### src/rtl/writeback_regfile.sv
// Writeback stage: result select, R0-R14 register file commit, Decode read ports
// with R15 = PC+8 and same-cycle bypass, PC redirect, and retired-write counter.
module writeback_regfile #(
  parameter int DATA_W = 32,
  parameter int BYPASS = 1
) (
  input  logic              clk,
  input  logic              rst,
  input  logic              MemtoRegW,
  input  logic              RegWriteW,
  input  logic              PCSrcW,
  input  logic [3:0]        WA3W,
  input  logic [DATA_W-1:0] ALUResultW,
  input  logic [DATA_W-1:0] RDataW,
  input  logic [3:0]        RA1D,
  input  logic [3:0]        RA2D,
  input  logic [DATA_W-1:0] PCPlus8D,
  output logic [DATA_W-1:0] RD1D,
  output logic [DATA_W-1:0] RD2D,
  output logic [DATA_W-1:0] ResultW,
  output logic              PCRedirW,
  output logic [DATA_W-1:0] PCTargetW,
  output logic [31:0]       RetCntW
);

  localparam logic [3:0] PC_IDX   = 4'hF;
  localparam int         NUM_REGS = 15;

  logic [DATA_W-1:0] rf_q [NUM_REGS];
  logic [DATA_W-1:0] rf_d [NUM_REGS];
  logic [31:0]       ret_cnt_q, ret_cnt_d;
  logic              wr_en;

  assign ResultW   = MemtoRegW ? RDataW : ALUResultW;
  assign wr_en     = RegWriteW && (WA3W != PC_IDX);
  assign PCRedirW  = PCSrcW;
  assign PCTargetW = ResultW;
  assign RetCntW   = ret_cnt_q;

  always_comb begin
    for (int i = 0; i < NUM_REGS; i++) begin
      rf_d[i] = rf_q[i];
      if (wr_en && (WA3W == 4'(i))) rf_d[i] = ResultW;
    end
  end

  // A branch that also writes a GPR retires once, not twice.
  always_comb begin
    ret_cnt_d = ret_cnt_q;
    if (wr_en || PCSrcW) ret_cnt_d = ret_cnt_q + 32'd1;
  end

  always_ff @(posedge clk or posedge rst) begin
    if (rst) begin
      for (int i = 0; i < NUM_REGS; i++) rf_q[i] <= '0;
      ret_cnt_q <= '0;
    end else begin
      for (int i = 0; i < NUM_REGS; i++) rf_q[i] <= rf_d[i];
      ret_cnt_q <= ret_cnt_d;
    end
  end

  always_comb begin
    RD1D = '0;
    for (int i = 0; i < NUM_REGS; i++) begin
      if (RA1D == 4'(i)) RD1D = rf_q[i];
    end
    if ((BYPASS != 0) && wr_en && (WA3W == RA1D)) RD1D = ResultW;
    if (RA1D == PC_IDX) RD1D = PCPlus8D;
  end

  always_comb begin
    RD2D = '0;
    for (int i = 0; i < NUM_REGS; i++) begin
      if (RA2D == 4'(i)) RD2D = rf_q[i];
    end
    if ((BYPASS != 0) && wr_en && (WA3W == RA2D)) RD2D = ResultW;
    if (RA2D == PC_IDX) RD2D = PCPlus8D;
  end

endmodule

### config.mk
export PLATFORM = sky130hd
export DESIGN_NAME = writeback_regfile
export DESIGN_NICKNAME = d
export VERILOG_FILES = /design/src/rtl/writeback_regfile.sv
export SDC_FILE = /design/constraint.sdc
export NUM_CORES = 1
export LEC_CHECK = 0
export ABC_AREA = 1
export ABC_CLOCK_PERIOD_IN_PS = 16600
export CAP_MARGIN = 20
export CORE_MARGIN = 5
export CORE_UTILIZATION = 25
export CTS_BUF_LIST = sky130_fd_sc_hd__clkbuf_4 sky130_fd_sc_hd__clkbuf_8
export DETAILED_ROUTE_END_ITERATION = 10
export SETUP_SLACK_MARGIN = 0.02
export SLEW_MARGIN = 20
export SYNTH_ARGS = -nofsm -noshare
export SYNTH_HDL_FRONTEND = slang
export SYNTH_SLANG_ARGS = --single-unit
### constraint.sdc
create_clock -name clk -period 16.6 [get_ports clk]
set_input_delay 2.49 -clock clk [delete_from_list [all_inputs] [get_ports clk]]
set_output_delay 2.49 -clock clk [all_outputs]
set_load 0.05 [all_outputs]
==> results.json <==
{
  "reg2reg_slack_ns": 14.43,
  "whs_ns": 0.4822,
  "cp_cell_sequence": "clkdlybuf4s50_1, nand2_1, nor2_4, buf_4, inv_1, or2_2, nand2_1, nand4_1, nor2_1, nand4_1, nand2_1, nand2_1, clkdlybuf4s50_1",
  "synth-async-reset-ratio_pct": 100.0,
  "rsz0062_at_grt": "false",
  "status": "finished, violations left",
  "io_pins": 274,
  "crit_arrival_ns": 6.59,
  "clkPwrFrac_pct": 29.8,
  "cts_sinks": 512,
  "powerDensity_mw_per_mm2": 119.3,
  "cp.required_ns": 14.11,
  "p_sw_mw": 1.504,
  "peakVddDrop_uv": 106.1,
  "fin_tns_setup_ns": 0,
  "drt_iter0_drc": 2865,
  "end_kind": "primary output",
  "start_kind": "input port",
  "viasPerCell": 4.885,
  "globalplace.congestion": 0.8542,
  "die_height_um": 345.3,
  "rows": 123,
  "hold_class": "flip-flop to flip-flop",
  "hold_viol": 0,
  "p_seq_share_pct": 43.2,
  "ctsHoldBuffers": 0,
  "h-tree-depth": 3,
  "dp_slack_ns": 7.575,
  "ys_seq_area_share_pct": 45.58,
  "switching_share_pct": 36.75,
  "drt-total-wl_mm": 112.2,
  "ctsRootBufferMaster": "clkbuf_8",
  "clk_latency_ns": 0.68,
  "syn_avg_cell_area_um2": 6.962,
  "syn-num-nets": 4152,
  "postSynthCellCount": 4038,
  "slowest_delay_ns": 0.80,
  "area_delta_synth_final_pct": 22.01,
  "crit_fanout": 48,
  "violations": "design-rule violations",
  "core_mm2": 0.1120,
  "ant_nets": 0,
  "post_cts_buffers": 0,
  "post-route-min-period_ns": 9.077,
  "cts_resized": 0,
  "syn_area_mm2": 0.02811,
  "synth_flop_cell": "dfrtp_1",
  "fmax_ghz": 0.1102,
  "drtPass1Iterations": 9,
  "intPower_mw": 2.588,
  "numPortBuffers": 273,
  "tightest_slew_ns": 1.087,
  "critPathSlowestCell": "clkdlybuf4s50_1",
  "slew_headroom_pct": 27.35,
  "path_class": "input port to primary output",
  "finalMaxSlewViolations": 0,
  "start_util_pct": 25.09,
  "grt_pass1_wl_mm": 168.1,
  "hpwlAfterDp_mm": 75.90,
  "max-cap-violations": 0,
  "grt_pass1_vias": 26690,
  "grtUsageTotal_pct": 18.01,
  "wl_per_cell_um": 19.44,
  "antenna_found_initial": 4,
  "cts_made_buffers": 86,
  "ys_seq_elements": 512,
  "post-route-drc-count": 2,
  "finalNetCount": 4318,
  "grt_max_degree": 150,
  "fin_crit_sh_pct": 54.68,
  "die_area_mm2": 0.1193,
  "layout-drive-gt1-share_pct": 8.318,
  "setup_viol_count_final": 0,
  "p_leak_nw": 14.82,
  "vias": 28200,
  "postLayoutSetupSlackWorst_ns": 7.523,
  "p_comb_share_pct": 27.0,
  "worst_clock_skew_ns": 0.004572,
  "synth-edff-count": 0,
  "dieWidth_um": 345.3,
  "synth.distinct_cells": 34,
  "path_clk_slew_ns": 0.06,
  "cpMostUsedCell": "nand2_1",
  "cts_tree": "yes",
  "grt_overflow": 0,
  "cts_max_path_buffers": 3,
  "yosysWarnings": 0
}
final timing paths:
kind / start / endpoint / cells past startpoint
min in group asynchronous: rst / RetCntW[20]$_DFFE_PP0P_ / 2
hold reg to reg: RetCntW[31]$_DFFE_PP0P_ / RetCntW[31]$_DFFE_PP0P_ / 1
max in group asynchronous: rst / rf_q[392]$_DFFE_PP0P_ / 4
setup / recovery: RA1D[2] / RD1D[13] / 13
setup reg to reg: RetCntW[0]$_DFFE_PP0P_ / RetCntW[30]$_DFFE_PP0P_ / 12
hold / removal: RetCntW[31]$_DFFE_PP0P_ / RetCntW[31]$_DFFE_PP0P_ / 1
state kept, by name (all words and copies together), names as in the netlist:
signal	count
rf_q	480
RetCntW	32
cell type report:
class	instances	area (µm²)
Fill cell	12080	77740
Clock inverter	13	115.1
Tap cell	1500	1877
Multi-Input combinational cell	2957	13270
Timing Repair Buffer	360	3406
Clock buffer	139	1725
Antenna cell	4	10.01
Sequential cell	512	12810
Inverter	287	1081
layer usage:
layer / wire (µm) / part of all wire (%) / track usage [%]
met5: 0 / 0 / 0
met4: 4547 / 4.1 / 7.196
met3: 9152 / 8.2 / 3.279
met2: 49630 / 44 / 28.04
met1: 48890 / 44 / 24.80
cells in the mapped netlist, types with 2 or more instances:
| cell | n | area, µm² |
|---|---|---|
| a21oi_1 | 481 | 2407 |
| buf_2 | 26 | 130.1 |
| nand2_1 | 1141 | 4283 |
| or2_2 | 38 | 237.7 |
| inv_1 | 281 | 1055 |
| nor3_2 | 2 | 20.02 |
| clkbuf_1 | 219 | 822.0 |
| inv_2 | 5 | 18.77 |
| dfrtp_1 | 512 | 12810 |
| nor4_1 | 2 | 12.51 |
| nor3_1 | 11 | 55.05 |
| nand2_2 | 2 | 12.51 |
| nor2_2 | 5 | 31.28 |
| buf_4 | 35 | 262.8 |
| a31oi_1 | 25 | 156.4 |
| nand4_1 | 171 | 1070 |
| nor2_1 | 703 | 2639 |
| o21ai_1 | 20 | 100.1 |
| xnor2_1 | 10 | 87.58 |
| o22ai_1 | 2 | 12.51 |
| xor2_1 | 24 | 210.2 |
| o21ai_0 | 124 | 620.6 |
| and3_1 | 2 | 12.51 |
| nand3_1 | 187 | 935.9 |
through the flow:
step | std cells | util, % | area [µm²] | total power [mW]
global placement | 5616 | 28.96 | 32450 | 2.857
floorplan | 4038 | - | 28120 | 2.471
global route | 5770 | 30.61 | 34290 | 4.319
CTS | 5768 | 30.61 | 34290 | 4.113
finish | 5772 | 30.61 | 34300 | 4.092
detailed placement | 5616 | 28.96 | 32450 | 2.879
worst max-delay path, delay by kind of cell:
family	cells	cell delay (ns)
buf+inv	4	2.55
simple gates	9	1.51
logic make-up after synthesis:
family	Yosys count	share of synthesized area, %
AND/OR/NAND/NOR	2270	33.38
XOR/XNOR	34	1.059
flip-flops	512	45.58
AO/OA/AOI/OAI	652	11.73
buffers and inverters	569	8.212
adder cells (fa/ha/maj)	1	0.04450
cells in the final DEF, fill, tap and decap left out, types with 38 or more instances in the layout:
cell,instances
dfrtp_1,512
clkbuf_8,109
clkdlybuf4s50_1,272
or2_2,38
o21ai_0,124
buf_4,85
a21oi_1,481
nand4_1,171
nand2_1,1141
inv_1,280
nand3_1,187
nor2_1,665
power groups by stage:
stage | Sequential, mW | Combinational [mW] | Clock [mW]
after floorplan | 1.76 | 0.708 | 0
after global placement | 1.77 | 1.08 | 0
after detailed placement | 1.78 | 1.10 | 0
after CTS | 1.76 | 1.11 | 1.25
after global routing | 1.81 | 1.21 | 1.30
final | 1.77 | 1.10 | 1.22
Power figures use the tool's default switching activity.
